$ cat config.mk
export PLATFORM = sky130hd
export DESIGN_NAME = fp_writeback_rf
export DESIGN_NICKNAME = d
export VERILOG_FILES = /design/src/rtl/fp_writeback_rf.sv
export SDC_FILE = /design/constraint.sdc
export NUM_CORES = 2
export LEC_CHECK = 0
export CAP_MARGIN = 20
export CORE_AREA = 2 2 318 320
export DETAILED_ROUTE_END_ITERATION = 10
export DIE_AREA = 0 0 320 322
export PLACE_DENSITY = 0.86
export SLEW_MARGIN = 20
export SYNTH_ARGS = -nofsm -noshare
export SYNTH_HDL_FRONTEND = slang
export SYNTH_SLANG_ARGS = --single-unit
$ cat constraint.sdc
create_clock -name clk -period 80.7 [get_ports clk]
set_clock_uncertainty 0.15 [all_clocks]
set_input_delay 16.14 -clock clk [delete_from_list [all_inputs] [get_ports clk]]
set_output_delay 16.14 -clock clk [all_outputs]
set_load 0.02 [all_outputs]
$ cat src/rtl/fp_writeback_rf.sv
// FP register file and writeback stage with a one-entry forwarded commit register.
// Define FP_CC8_EN for eight condition-code flags; otherwise a single flag is kept.
module fp_writeback_rf #(
  parameter int NUM_REGS = 32,
  parameter int DATA_W   = 32,
  parameter logic [DATA_W-1:0] RESET_VAL = '0
) (
  input  logic              clk,
  input  logic              rst,
  input  logic [4:0]        rd_addr1,
  input  logic [4:0]        rd_addr2,
  output logic [DATA_W-1:0] rd_data1,
  output logic [DATA_W-1:0] rd_data2,
  input  logic              wb_valid,
  input  logic [3:0]        wb_func,
  input  logic [4:0]        wb_dst,
  input  logic [DATA_W-1:0] wb_data,
  input  logic              wb_cc_in,
  input  logic [2:0]        wb_cc_idx,
  input  logic              stall,
  output logic              cc_flag,
  input  logic [2:0]        cc_sel,
  output logic              gpr_we,
  output logic [4:0]        gpr_waddr,
  output logic [DATA_W-1:0] gpr_wdata
);

  localparam int AW = (NUM_REGS > 1) ? $clog2(NUM_REGS) : 1;

  typedef enum logic [1:0] {
    CL_NONE,
    CL_RF,
    CL_CC,
    CL_GPR
  } cls_e;

  function automatic logic in_range(input logic [4:0] a);
    return 32'(a) < NUM_REGS;
  endfunction

  logic [DATA_W-1:0] regs [NUM_REGS];

  cls_e              cls;
  logic              p_valid;
  cls_e              p_cls;
  logic [4:0]        p_dst;
  logic [DATA_W-1:0] p_data;
  logic              p_cc;
  logic              commit;
  logic              hit1;
  logic              hit2;

  always_comb begin
    cls = CL_NONE;
    unique case (wb_func)
      4'b0000, 4'b0001,
      4'b1000, 4'b1001: cls = CL_RF;
      4'b0010, 4'b0011,
      4'b0100, 4'b0101,
      4'b0110:          cls = CL_CC;
      4'b0111:          cls = CL_GPR;
      default:          cls = CL_NONE;
    endcase
  end

  assign commit = p_valid && !stall;

  always_ff @(posedge clk or posedge rst) begin
    if (rst) begin
      p_valid <= 1'b0;
      p_cls   <= CL_NONE;
      p_dst   <= '0;
      p_data  <= '0;
      p_cc    <= 1'b0;
    end else if (!stall) begin
      p_valid <= wb_valid;
      p_cls   <= cls;
      p_dst   <= wb_dst;
      p_data  <= wb_data;
      p_cc    <= wb_cc_in;
    end
  end

  always_ff @(posedge clk or posedge rst) begin
    if (rst) begin
      for (int i = 0; i < NUM_REGS; i++)
        regs[i] <= RESET_VAL;
    end else if (commit && p_cls == CL_RF
                 && in_range(p_dst)) begin
      regs[p_dst[AW-1:0]] <= p_data;
    end
  end

  always_ff @(posedge clk or posedge rst) begin
    if (rst) begin
      gpr_we    <= 1'b0;
      gpr_waddr <= '0;
      gpr_wdata <= '0;
    end else if (commit && p_cls == CL_GPR) begin
      gpr_we    <= 1'b1;
      gpr_waddr <= p_dst;
      gpr_wdata <= p_data;
    end else begin
      gpr_we    <= 1'b0;
    end
  end

  // Only the youngest value can sit in pending, so it beats the array.
  assign hit1 = p_valid && p_cls == CL_RF
                && p_dst == rd_addr1;
  assign hit2 = p_valid && p_cls == CL_RF
                && p_dst == rd_addr2;

  assign rd_data1 = !in_range(rd_addr1) ? '0
                  : hit1 ? p_data
                  : regs[rd_addr1[AW-1:0]];
  assign rd_data2 = !in_range(rd_addr2) ? '0
                  : hit2 ? p_data
                  : regs[rd_addr2[AW-1:0]];

`ifdef FP_CC8_EN
  logic [7:0] cc;
  logic [2:0] p_idx;

  always_ff @(posedge clk or posedge rst) begin
    if (rst) begin
      p_idx <= '0;
      cc    <= '0;
    end else if (!stall) begin
      p_idx <= wb_cc_idx;
      if (p_valid && p_cls == CL_CC)
        cc[p_idx] <= p_cc;
    end
  end

  assign cc_flag = (p_valid && p_cls == CL_CC
                    && p_idx == cc_sel)
                 ? p_cc : cc[cc_sel];
`else
  logic cc;
  logic unused_cc;

  assign unused_cc = ^{cc_sel, wb_cc_idx};

  always_ff @(posedge clk or posedge rst) begin
    if (rst)
      cc <= 1'b0;
    else if (commit && p_cls == CL_CC)
      cc <= p_cc;
  end

  assign cc_flag = (p_valid && p_cls == CL_CC)
                 ? p_cc : cc;
`endif

endmodule

==> flow_summary_export.csv <==
group,metric,value,unit
drt,total_wire_length,178,mm
yosys,synth_area,59200,um2
drt,met2_length,80.8,mm
worst_setup_path,crit_path_end_kind,"output port",
floorplanning,placementRows,116,
yosys,leading_register_cell_type_out_of_synthesis,"sky130_fd_sc_hd__dfrtp_1",
final_layout,fill_cells,7000,
final_layout,regArea,27600,um2
power_and_ir_drop,static-leakage-power,32.2,nW
drt,topRoutingLayerUsed,"met5",
drt,drt-wirelength-per-cell,29.4,um
floorplanning,ioPinCount,165,
power_and_ir_drop,p_switching,0.377,mW
grt,grt_use_total,34.0,%
grt,grt-ovfl-total,0,
drt,routed_via_density,7.08,
floorplanning,die-area,103000,um2
clocking,hold_buffers,0,
power_and_ir_drop,worst_ir_drop_vdd,0.0183,mV
power_and_ir_drop,fin_total_pwr,1.38,mW
worst_setup_path,crit_path_start_kind,"input port",
clocking,cts_htree_levels,3,
grt,grt_first_pass_wirelength,268,mm
drt,routed-via-count,42900,
clocking,cts.repair_timing.setup_buffer_count,0,
worst_setup_path,worst-endpoint-arrival,22060,ps
placement,place.gp.congestion,0.817,
drt,drt-initial-drc-count,5114,
final_layout,design.final.nets,4726,
clocking,cts-buffers-inserted,113,
yosys,synth-warning-count,0,
sta,maxSlewHeadroom,25.1,%
power_and_ir_drop,p_per_area,21.1,nW/um2
power_and_ir_drop,seq_power_share,46.0,%
final_layout,layout-drive-gt1-share,30.7,%
final_layout,area_growth_syn_to_layout,10.1,%
worst_setup_path,worst-endpoint-required,64410,ps
yosys,edff_count_synth,0,
power_and_ir_drop,internal-power,1.00,mW
drt,ant_nets,0,
final_layout,layout.cells.most_common,"sky130_fd_sc_hd__mux2_2",
placement,dp_hpwl,94.9,mm
floorplanning,die_y,322,um
sta,clock.fmax,26.1,MHz
grt,grt_start_max_net_pins,159,
sta,finalCritPeriodShare,47.5,%
power_and_ir_drop,comb_power_share,14.8,%
placement,placed_cells,5845,
final_layout,n_antenna_cell,0,
clocking,number_of_clock_sinks_seen_by_cts,1104,
final_layout,final_cell_count_no_fill,6052,
power_and_ir_drop,power.clock.fraction,39.1,%
sta,setup_viol,0,
yosys,synth.avg_cell_area,12.4,um2
yosys,number_of_standard_cells_after_synthesis,4765,
drt,remaining_drc_errors,0,
worst_setup_path,timing.critical_path.fanout_max,122,
final_layout,area_of_combinational_cells_with_multiple_inputs,29600,um2
drt,wl_met1,67.6,mm
run_status,status,"completed",
yosys,synth.yosys.seq_area_share,46.7,%
flow_run,max_cap_violations,0,
placement,place.port_buffers,158,
drt,met3_length,18.3,mm
power_and_ir_drop,sw_frac_of_total,27.4,%
yosys,ys_ff_latch,1104,
grt,initial_antenna_violation_count,3,
sta,worst_slew_pin_slew,1120,ps
sta,report.final.hold_viol_count,0,
floorplanning,coreArea,99600,um2
placement,area_after_detailed_placement,61300,um2
sta,maxSlewViolCount,0,
drt,drtPass1Iterations,6,
clocking,postCtsResizedCells,0,
worst_hold_path,min_path_type,"reg -> reg",
sta,finalSetupTns,0,ps
sta,setup_repair_after_global_routing_missed_its_margin,"no",
yosys,mappedNetlistNets,4827,
sta,final_period_minus_worst_setup_slack,38350,ps
clocking,worstSkewPairLatency,720,ps
clocking,cts_max_path_buffers,3,
final_layout,layout_common_cells,"sky130_fd_sc_hd__mux2_2, sky130_fd_sc_hd__dfrtp_1, sky130_fd_sc_hd__mux2i_1",
clocking,clkTransAtPathRegs,60,ps
worst_setup_path,crit_type,"in -> out",
sta,hold-worst-slack,327,ps
clocking,tritoncts,"yes",
floorplanning,starting_utilization_of_the_core_area,59.4,%
clocking,clockRootBuffer,"sky130_fd_sc_hd__clkbuf_16",
final_layout,layout.cell_area.non_filler,65100,um2
floorplanning,floorplan.die.width,320,um
yosys,unique_cell_type_count_in_the_yosys_netlist,38,
grt,grt_pass1_vias,43800,
yosys,ys_async_sr_fraction,100,%
==> metrics by stage <==
stage	setup slack, ps	util (%)
floorplan	33330	-
global placement	42410	61.6
detailed placement	42410	61.6
CTS	42390	65.4
global route	42110	65.4
finish	42350	65.4
==> per-layer routing <==
metal | vias up | global-route usage, %
met4 | 2 | 19.8
met1 | 21900 | 44.1
met5 | - | 0
met2 | 2598 | 52.8
met3 | 751 | 7.53
li1 | 17600 | -
==> path summary, 6_finish.rpt <==
| kind | slack (ps) | startpoint | depth (start not counted) | endpoint |
|---|---|---|---|---|
| hold reg to reg | 330 | gpr_wdata[24] | 2 | gpr_wdata[24] |
| max in group asynchronous | 61450 | rst | 5 | regs[712] |
| hold / removal | 330 | gpr_wdata[24] | 2 | gpr_wdata[24] |
| setup / recovery | 42350 | rd_addr1[0] | 11 | rd_data1[26] |
| setup reg to reg | 77290 | p_cls[1] | 5 | regs[354] |
| min in group asynchronous | 15830 | rst | 2 | regs[470] |
==> cell families after synthesis <==
| family | after synthesis | synth area share [%] |
|---|---|---|
| AO/OA/AOI/OAI | 770 | 8.68 |
| XOR/XNOR | 10 | 0.148 |
| multiplexers | 2153 | 38.8 |
| buffers and inverters | 478 | 3.51 |
| flip-flops | 1104 | 46.7 |
| AND/OR/NAND/NOR | 250 | 2.16 |
==> cells in the mapped netlist, drive strengths merged (3+ instances only) <==
library cell	instances	area share [%]
mux2	1129	21
dfrtp	1104	47
mux2i	1024	17
a22oi	512	6.5
a21oi	256	2.2
clkbuf	244	1.6
buf	232	1.9
nand2	141	0.89
nor4	66	0.70
nor2	6	0.038
nor2b	6	0.063
xor2	6	0.089
and2b	4	0.051
nand2b	4	0.042
xnor2	4	0.059
nor3	3	0.044
nor3b	3	0.038
nor4b	3	0.091
==> flip-flops by register name (all words and copies together), names as in the netlist <==
signal,cells
cc,1
gpr_waddr,5
p_valid,1
p_cls,2
p_cc,1
regs,1024
p_data,32
gpr_wdata,32
p_dst,5
gpr_we,1
==> power groups by stage <==
| stage | Combinational (mW) | Sequential, mW | Clock, mW |
|---|---|---|---|
| 2_1_floorplan | 0.136 | 0.635 | 0 |
| 5_1_grt | 0.217 | 0.639 | 0.565 |
| 3_3_place_gp | 0.195 | 0.638 | 0 |
| 4_1_cts | 0.202 | 0.632 | 0.541 |
| 3_5_place_dp | 0.200 | 0.642 | 0 |
| 6_report | 0.204 | 0.634 | 0.539 |
==> layout make-up <==
type,instances,area share (%)
Inverter,2,0.0231
Tap cell,1298,2.49
Clock buffer,168,5.11
Sequential cell,1104,42.4
Clock inverter,37,0.713
Multi-Input combinational cell,3183,45.5
Timing Repair Buffer,260,3.73
==> worst max-delay path, cell delays in order <==
cell and delay [ps]:
sky130_fd_sc_hd__buf_8 510, sky130_fd_sc_hd__buf_12 720, sky130_fd_sc_hd__buf_4 850, sky130_fd_sc_hd__buf_4 850
sky130_fd_sc_hd__buf_4 980, sky130_fd_sc_hd__mux2i_1 190, sky130_fd_sc_hd__a22oi_1 230, sky130_fd_sc_hd__a21oi_1 130
sky130_fd_sc_hd__nor4_1 470, sky130_fd_sc_hd__mux2_2 230, sky130_fd_sc_hd__clkdlybuf4s50_1 610
Note: power is estimated with default switching activity, not from simulation.
